$ cat src/rtl/tt_um_multi_digit_timer.sv
// Multi-digit BCD up/down timer with multiplexed seven-segment output.
// Run/step/clear controls, sticky wrap flag, one-hot digit scan.
`timescale 1ns/1ps
module tt_um_multi_digit_timer #(
    parameter int TICK_COUNT = 10_000_000,
    parameter int NUM_DIGITS = 4,
    parameter int SCAN_COUNT = 10_000
) (
    input  logic       clk,
    input  logic       rst_n,
    input  logic       ena,
    input  logic [7:0] ui_in,
    output logic [7:0] uo_out,
    input  logic [7:0] uio_in,
    output logic [7:0] uio_out,
    output logic [7:0] uio_oe
);

    localparam int PW = $clog2(TICK_COUNT);
    localparam int SW = (SCAN_COUNT > 1) ? $clog2(SCAN_COUNT) : 1;
    localparam int DW = (NUM_DIGITS > 1) ? $clog2(NUM_DIGITS) : 1;
    localparam int NB = 4 * NUM_DIGITS;
    localparam logic [PW-1:0] PRE_LAST  = PW'(TICK_COUNT - 1);
    localparam logic [SW-1:0] SCAN_LAST = SW'(SCAN_COUNT - 1);
    localparam logic [DW-1:0] SEL_LAST  = DW'(NUM_DIGITS - 1);

    logic [3:0]    sync1_q, sync2_q;
    logic          step_prev_q;
    logic [PW-1:0] pre_q, pre_d;
    logic [NB-1:0] dig_q, dig_d, ripple;
    logic          wrap_q, wrap_d;
    logic [SW-1:0] scan_q, scan_d;
    logic [DW-1:0] sel_q, sel_d;
    logic [7:0]    oh_q, oh_d;

    logic run, down, clr, step_rise, tick;
    logic all9, all0, carry;
    logic [3:0] cur;
    logic [6:0] seg;
    logic unused_ok;

    assign unused_ok = ^{uio_in, ui_in[7:4]};

    assign run       = sync2_q[0];
    assign down      = sync2_q[1];
    assign clr       = sync2_q[2];
    assign step_rise = sync2_q[3] & ~step_prev_q;
    assign tick      = ena & (run ? (pre_q == PRE_LAST) : step_rise);

    always_comb begin
        pre_d = pre_q;
        if (clr)
            pre_d = '0;
        else if (ena && run)
            pre_d = (pre_q == PRE_LAST) ? '0 : pre_q + 1'b1;
    end

    // Ripple chain: carry/borrow enters digit 0 and propagates upward.
    always_comb begin
        logic [3:0] d, nd;
        ripple = dig_q;
        carry  = 1'b1;
        all9   = 1'b1;
        all0   = 1'b1;
        for (int i = 0; i < NUM_DIGITS; i++) begin
            d  = dig_q[4*i +: 4];
            nd = d;
            if (d != 4'd9) all9 = 1'b0;
            if (d != 4'd0) all0 = 1'b0;
            if (carry) begin
                if (down) begin
                    nd    = (d == 4'd0 || d > 4'd9) ? 4'd9 : d - 4'd1;
                    carry = (d == 4'd0);
                end else begin
                    nd    = (d >= 4'd9) ? 4'd0 : d + 4'd1;
                    carry = (d >= 4'd9);
                end
            end
            ripple[4*i +: 4] = nd;
        end
    end

    always_comb begin
        dig_d  = dig_q;
        wrap_d = wrap_q;
        if (clr) begin
            dig_d  = '0;
            wrap_d = 1'b0;
        end else if (tick) begin
            dig_d  = ripple;
            wrap_d = wrap_q | (down ? all0 : all9);
        end
    end

    always_comb begin
        scan_d = scan_q;
        sel_d  = sel_q;
        if (ena) begin
            if (scan_q == SCAN_LAST) begin
                scan_d = '0;
                sel_d  = (sel_q == SEL_LAST) ? '0 : sel_q + 1'b1;
            end else begin
                scan_d = scan_q + 1'b1;
            end
        end
        oh_d = 8'h01 << sel_d;
    end

    always_comb begin
        cur = 4'd0;
        for (int i = 0; i < NUM_DIGITS; i++)
            if (sel_q == DW'(i)) cur = dig_q[4*i +: 4];
    end

    always_comb begin
        case (cur)
            4'd0:    seg = 7'h3F;
            4'd1:    seg = 7'h06;
            4'd2:    seg = 7'h5B;
            4'd3:    seg = 7'h4F;
            4'd4:    seg = 7'h66;
            4'd5:    seg = 7'h6D;
            4'd6:    seg = 7'h7D;
            4'd7:    seg = 7'h07;
            4'd8:    seg = 7'h7F;
            4'd9:    seg = 7'h6F;
            default: seg = 7'h00;
        endcase
    end

    assign uo_out  = {wrap_q, seg};
    assign uio_out = oh_q;
    assign uio_oe  = 8'hFF;

    always_ff @(posedge clk or negedge rst_n) begin
        if (!rst_n) begin
            sync1_q     <= '0;
            sync2_q     <= '0;
            step_prev_q <= 1'b0;
            pre_q       <= '0;
            dig_q       <= '0;
            wrap_q      <= 1'b0;
            scan_q      <= '0;
            sel_q       <= '0;
            oh_q        <= 8'h01;
        end else begin
            sync1_q     <= ui_in[3:0];
            sync2_q     <= sync1_q;
            step_prev_q <= sync2_q[3];
            pre_q       <= pre_d;
            dig_q       <= dig_d;
            wrap_q      <= wrap_d;
            scan_q      <= scan_d;
            sel_q       <= sel_d;
            oh_q        <= oh_d;
        end
    end

endmodule
$ cat config.mk
export PLATFORM = sky130hd
export DESIGN_NAME = tt_um_multi_digit_timer
export DESIGN_NICKNAME = d
export VERILOG_FILES = /design/src/rtl/tt_um_multi_digit_timer.sv
export SDC_FILE = /design/constraint.sdc
export NUM_CORES = 1
export LEC_CHECK = 0
export CAP_MARGIN = 20
export CELL_PAD_IN_SITES_DETAIL_PLACEMENT = 0
export CELL_PAD_IN_SITES_GLOBAL_PLACEMENT = 1
export CORE_MARGIN = 8
export CORE_UTILIZATION = 41
export CTS_BUF_LIST = sky130_fd_sc_hd__clkbuf_4 sky130_fd_sc_hd__clkbuf_8
export CTS_CLUSTER_SIZE = 25
export DETAILED_ROUTE_END_ITERATION = 7
export GPL_TIMING_DRIVEN = 0
export HOLD_SLACK_MARGIN = 0.15
export PLACE_DENSITY = 0.81
export SYNTH_ARGS = -nofsm -noshare
export SYNTH_HDL_FRONTEND = slang
export SYNTH_SLANG_ARGS = --single-unit
$ cat constraint.sdc
create_clock -name clk -period 2.1 [get_ports clk]
set_input_delay 0.315 -clock clk [delete_from_list [all_inputs] [get_ports clk]]
set_output_delay 0.315 -clock clk [all_outputs]
set_load 0.05 [all_outputs]
==> flow_summary.json, run 1 <==
{
  "arrival_ns": 2.41,
  "antenna_left": 0,
  "clk_pin_slew_worst_paths_ns": 0.08,
  "clkSinkCount": 70,
  "root_buffer": "clkbuf_8",
  "finalHoldViolations": 0,
  "synth_xor_area_frac": 0.0459,
  "drcViolationCount": 0,
  "numCtsBuffers": 9,
  "setup_viol": 7,
  "firstDrtPassIters": 4,
  "synth-edff-count": 0,
  "yosys.area_share.adder": 0.0655,
  "failed_checks": "negative setup slack",
  "final_common_cell": "dfrtp_1",
  "grt_setup_unrepaired": "yes",
  "synth_mux_area_frac": 0.0369,
  "clock_latency_ns": 0.36,
  "synth_compound_area_frac": 0.174,
  "synth_top_area_frac": 0.377,
  "grt_max_degree": 47,
  "via_per_inst": 5.44,
  "drive_gt1_frac": 0.307,
  "antenna_found_initial": 0,
  "setup.worst_path.end_class": "output pin",
  "design_area_um2": 5950,
  "place.port_buffers": 18,
  "grtUsageTotal": 0.153,
  "hold_class": "register to register",
  "worst-slew-pin-transition_ns": 0.693,
  "syn_to_final_growth_pct": 29.8,
  "n_antenna_cell": 0,
  "crit_type": "register to output pin",
  "routed_wl_um": 11100,
  "ys_ff_latch": 70,
  "die_h_um": 122,
  "start_kind": "register",
  "boundaryPins": 43,
  "synth-simple-area-share": 0.223,
  "cts_tree": "done",
  "period_minus_slack_ns": 2.72,
  "wire_per_inst_um": 15.3,
  "dr.first_iter.drc_count": 193,
  "grt_pass1_wl_um": 18500,
  "async_reset_ff_frac": 1.00,
  "ir_worst_vdd_v": 0.000454,
  "overflow": 0,
  "fmax_ghz": 0.368,
  "clock_path_buffers": 2,
  "synth_cell_type_count": 72,
  "final.setup.worst_slack_ns": -0.621,
  "detailed_place_hpwl_um": 7590,
  "synth_area_um2": 4580,
  "vias": 3948,
  "synthTopCellsByArea": "dfrtp_1 (38%), ha_1 (6.6%), nand2_1 (3.5%), o21ai_0 (3.4%), nor2_1 (3.2%)",
  "maxSlewViolCount": 0,
  "final_nets": 624,
  "synth_top_family_by_area": "simple AND/OR/NAND/NOR gates",
  "grt_pass1_vias": 3831,
  "die_w_um": 122,
  "max_slew_margin": 0.538,
  "clock_skew_ns": 0.00759,
  "synth_top_cell_by_area": "dfrtp_1",
  "syn_avg_cell_area_um2": 9.02,
  "yosysSeqAreaShare": 0.383,
  "ys.flop_type": "dfrtp_1",
  "start_util": 0.421,
  "final_cell_mix": "dfrtp_1 (61), buf_4 (45), nand2_1 (43)",
  "power_leakage_nw": 2.50,
  "cts_max_level": 3,
  "utilization": 0.546,
  "routabilityCongestion": 0.846,
  "cap_violations": 0,
  "rows": 38,
  "critPathRequiredTime_ns": 1.78,
  "ys_warn_count": 0,
  "dpl_cell_area_um2": 5150,
  "p_total_w": 0.00338,
  "fin_crit_sh": 1.30,
  "path_max_fanout": 8,
  "status": "complete, but fails checks",
  "syn_inst": 508,
  "core_um2": 10900,
  "die_area_um2": 14800,
  "cellPowerDensity_nw_per_um2": 568
}
==> Yosys cell counts (14+ instances only) <==
cell,instances
a21oi_1,26
buf_4,14
clkbuf_1,16
dfrtp_1,69
ha_1,24
inv_1,29
nand2_1,43
nand3_1,21
nand4_1,14
nor2_1,39
o21ai_0,31
xor2_1,15
==> flip-flops by register name, indices dropped and copies added, names as in the netlist <==
| signal | count |
|---|---|
| pre_q | 24 |
| sync2_q | 4 |
| sync1_q | 4 |
| wrap_q | 1 |
| step_prev_q | 1 |
| uio_out | 4 |
| scan_q | 14 |
| sel_q | 2 |
| dig_q | 16 |
==> critical path, stage by stage, from the launching register on <==
cell and delay, ns:
dfrtp_2 0.44, inv_4 0.07, ha_4 0.20, a21oi_4 0.13
o21ai_2 0.07, a22oi_2 0.29, inv_2 0.11, ha_4 0.17
mux2_4 0.27, o21ai_4 0.13, buf_8 0.16
==> worst paths after layout <==
kind | endpoint | from | slack, ns | depth (start not counted)
setup reg to reg | dig_q[8] | dig_q[0] | 0.07 | 8
setup / recovery | uo_out[6] | sel_q[0] | -0.62 | 10
hold / removal | sync2_q[0] | sync1_q[0] | 0.35 | 0
min in group asynchronous | dig_q[3] | rst_n | 0.41 | 2
hold reg to reg | sync2_q[0] | sync1_q[0] | 0.35 | 0
max in group asynchronous | uio_out[0] | rst_n | 1.10 | 3
==> where the power goes <==
| group | leakage [nW] | switching, W | total, W | internal (W) |
|---|---|---|---|---|
| sequential | 0.910 | 0.000127 | 0.00158 | 0.00146 |
| clock | 0.0930 | 0.000561 | 0.00103 | 0.000467 |
| combinational | 1.50 | 0.000432 | 0.000768 | 0.000336 |
==> cells by family (layout without fill, tap and decap cells) <==
family / after synthesis / after routing
AND/OR/NAND/NOR: 184 / 184
multiplexers: 16 / 16
buffers and inverters: 68 / 136
flip-flops: 70 / 70
other: 2 / 12
adder cells (fa/ha/maj): 24 / 24
XOR/XNOR: 24 / 24
AO/OA/AOI/OAI: 120 / 120
==> metal layers <==
metal / part of all wire / vias to the layer above / GRT usage
li1: - / 1951 / -
met1: 0.46 / 1903 / 0.194
met2: 0.48 / 82 / 0.247
met3: 0.039 / 12 / 0.0278
met4: 0.017 / 0 / 0.0709
met5: 0 / - / 0
==> layout make-up <==
cell class / instances / area (um2)
plain buffers: 36 / 230
well taps: 140 / 175
inverters: 29 / 116
clock inverters: 6 / 43.8
multi-input cells: 380 / 2970
clock buffers: 10 / 138
flip-flops and latches: 70 / 1760
repair buffers: 55 / 514
fillers: 981 / 4940
==> per-stage QoR <==
step           setup TNS (ns)  cells  hold slack (ns)  setup WS, ns
4_1_cts                 -3.83    712            0.355        -0.621
3_5_place_dp           -13.80    677            0.269         -1.07
6_report                -3.87    726            0.353        -0.621
2_1_floorplan           -1.69    518           0.0194        -0.300
5_1_grt                 -4.57    726            0.364        -0.726
3_3_place_gp          -134.15    676            0.334         -1.75
==> repair_timing <==
item | in CTS | in global routing
endpoints found under the setup margin | 39 | 39
setup buffers | 20 | 15
gates cloned | 0 | 0
endpoints found under the hold margin | 24 | 0
hold buffers | 1 | 0
pin swaps | 10 | 10
resized for setup | 81 | 57
No activity file was read; power rests on OpenSTA's default activity.
==> run 2: changes to the inputs <==
--- a/config.mk
+++ b/config.mk
@@ -9,13 +9,13 @@
 export CELL_PAD_IN_SITES_DETAIL_PLACEMENT = 0
 export CELL_PAD_IN_SITES_GLOBAL_PLACEMENT = 1
 export CORE_MARGIN = 8
-export CORE_UTILIZATION = 41
+export CORE_UTILIZATION = 46
 export CTS_BUF_LIST = sky130_fd_sc_hd__clkbuf_4 sky130_fd_sc_hd__clkbuf_8
 export CTS_CLUSTER_SIZE = 25
 export DETAILED_ROUTE_END_ITERATION = 7
 export GPL_TIMING_DRIVEN = 0
 export HOLD_SLACK_MARGIN = 0.15
-export PLACE_DENSITY = 0.81
+export PLACE_DENSITY = 0.86
 export SYNTH_ARGS = -nofsm -noshare
 export SYNTH_HDL_FRONTEND = slang
 export SYNTH_SLANG_ARGS = --single-unit
==> constraint.sdc (replaced) <==
create_clock -name clk -period 2.72 [get_ports clk]
set_input_delay 0.408 -clock clk [delete_from_list [all_inputs] [get_ports clk]]
set_output_delay 0.408 -clock clk [all_outputs]
set_load 0.05 [all_outputs]
==> run 2 against run 1 <==
  * The run still ends with negative setup slack left
  * Sequential power down 23%
  * Critical path depth down 1
  * Via count down 3.9%
  * Worst hold slack worse by 0.20 ns
  * First-iteration DRC count up 19%
  * Total power down 23%
  * Core utilization up 0.82 points
  * Non-clock buffer count down 30
  * Cell count down 5.1%
  * Clock power down 14%
  * Register-to-register slack better by 0.17 ns
  * Flip-flop and latch count unchanged
==> flow_summary.json, run 2 (synthesized netlist as in run 1, its figures left out) <==
{
  "cts_tree": "done",
  "cts_max_level": 3,
  "hold_class": "input port to async pin",
  "max_slew_margin": 0.376,
  "final_common_cell": "dfrtp_1",
  "reg2regPathDepth": 7,
  "instances_no_fill": 689,
  "final.setup.worst_slack_ns": -0.0295,
  "setup_tns_ns": -0.0409,
  "setup_viol": 2,
  "detailed_place_hpwl_um": 7340,
  "cap_violations": 0,
  "firstDrtPassIters": 4,
  "maxSlewViolCount": 0,
  "die_area_um2": 13400,
  "antenna_left": 0,
  "seqCellArea_um2": 1750,
  "clk_pin_slew_worst_paths_ns": 0.09,
  "numCtsBuffers": 9,
  "fill_cells": 892,
  "multi_input_area_um2": 2700,
  "rr_endpoint": "dig_q[8]",
  "period_minus_slack_ns": 2.75,
  "fin_crit_sh": 1.01,
  "path_max_fanout": 10,
  "place.port_buffers": 18,
  "n_antenna_cell": 0,
  "antenna_found_initial": 0,
  "grt_pass1_vias": 3823,
  "root_buffer": "clkbuf_8",
  "start_util": 0.471,
  "clock_latency_ns": 0.36,
  "setup.worst_path.end_class": "output pin",
  "power_leakage_nw": 2.31,
  "drcViolationCount": 0,
  "fmax_ghz": 0.364,
  "grtUsageTotal": 0.166,
  "clock_path_buffers": 2,
  "final_cell_mix": "dfrtp_1 (68), nand2_1 (43), nor2_1 (39)",
  "dr.first_iter.drc_count": 230,
  "failed_checks": "negative setup slack",
  "finalHoldViolations": 0,
  "die_w_um": 116,
  "overflow": 0,
  "clock_skew_ns": 0.0129,
  "largestRegisters": "pre_q x24, dig_q x16, scan_q x14",
  "r2r_slack_ns": 0.24,
  "via_per_inst": 5.51,
  "rows": 36,
  "vias": 3796,
  "routed_wl_um": 10400,
  "largest_reg_flops": 24,
  "grt_pass1_wl_um": 18100,
  "regToRegStartpoint": "dig_q[1]",
  "boundaryPins": 43,
  "grt_max_degree": 71,
  "placed_cells": 669,
  "core_um2": 9730,
  "start_kind": "register",
  "die_h_um": 116,
  "wire_per_inst_um": 15.1,
  "cts_hold_buf": 0,
  "cellPowerDensity_nw_per_um2": 483,
  "routabilityCongestion": 0.825,
  "drive_gt1_frac": 0.196,
  "clkSinkCount": 70,
  "arrival_ns": 2.34,
  "ir_worst_vdd_v": 0.000311,
  "hold-worst-slack_ns": 0.148,
  "crit_type": "register to output pin",
  "syn_to_final_growth_pct": 17.8,
  "grt_setup_unrepaired": "yes",
  "critPathRequiredTime_ns": 2.31,
  "largest-register": "pre_q",
  "final_nets": 594,
  "status": "complete, but fails checks",
  "worst-slew-pin-transition_ns": 0.924
}
## run 2: power breakdown
group	total (W)	internal, W	switching (W)
clock network	0.000882	0.000455	0.000427
logic	0.000506	0.000207	0.000299
registers	0.00122	0.00112	0.0000955
## run 2: worst max path at each step
| stage | startpoint | to | slack (ns) | cells past startpoint |
|---|---|---|---|---|
| 2_1_floorplan | sel_q[0] | uo_out[6] | -0.06 | 10 |
| 3_3_place_gp | rst_n | pre_q[2] | -1.16 | 1 |
| 3_5_place_dp | sel_q[0] | uo_out[6] | -0.90 | 11 |
| 4_1_cts | sel_q[0] | uo_out[6] | -0.07 | 10 |
| 5_1_grt | sel_q[0] | uo_out[0] | -0.14 | 9 |
| 6_report | sel_q[0] | uo_out[0] | -0.03 | 9 |
## run 2: cell type report
type	instances	area share
Buffer	37	0.0387
Clock buffer	10	0.0255
Clock inverter	6	0.0128
Inverter	29	0.0202
Multi-Input combinational cell	380	0.501
Sequential cell	70	0.325
Tap cell	133	0.0308
Timing Repair Buffer	24	0.0459
## run 2: worst max-delay path: stages (launching register included)
cell	delay, ns
dfrtp_1	0.41
buf_6	0.13
ha_2	0.26
a21oi_2	0.15
a22oi_2	0.10
buf_4	0.18
ha_1	0.19
mux2_4	0.28
o21ai_4	0.13
buf_6	0.17
## run 2: timing repair
item / in CTS / in global routing
buffers inserted: 5 / 1
setup endpoints to repair: 7 / 7
gates cloned: 0 / 0
gates resized for setup: 63 / 21
pin swaps: 7 / 4
## run 2: through the flow
| step | setup slack, ns | power, W | util | cell area [um2] |
|---|---|---|---|---|
| after CTS | -0.0693 | 0.00263 | 0.545 | 5300 |
| after global routing | -0.138 | 0.00276 | 0.555 | 5400 |
| after global placement | -1.16 | 0.00172 | 0.514 | 5000 |
| final | -0.0295 | 0.00261 | 0.555 | 5400 |
| after detailed placement | -0.901 | 0.00174 | 0.514 | 5000 |
| after floorplan | -0.0593 | 0.00161 | - | 4660 |
## run 2: per-layer routing
metal | up-vias | global-route usage | routed length [um]
met5 | - | 0 | 0
met4 | 0 | 0.0562 | 133
met2 | 55 | 0.274 | 4920
met1 | 1831 | 0.211 | 4920
met3 | 14 | 0.0360 | 420
li1 | 1896 | - | -
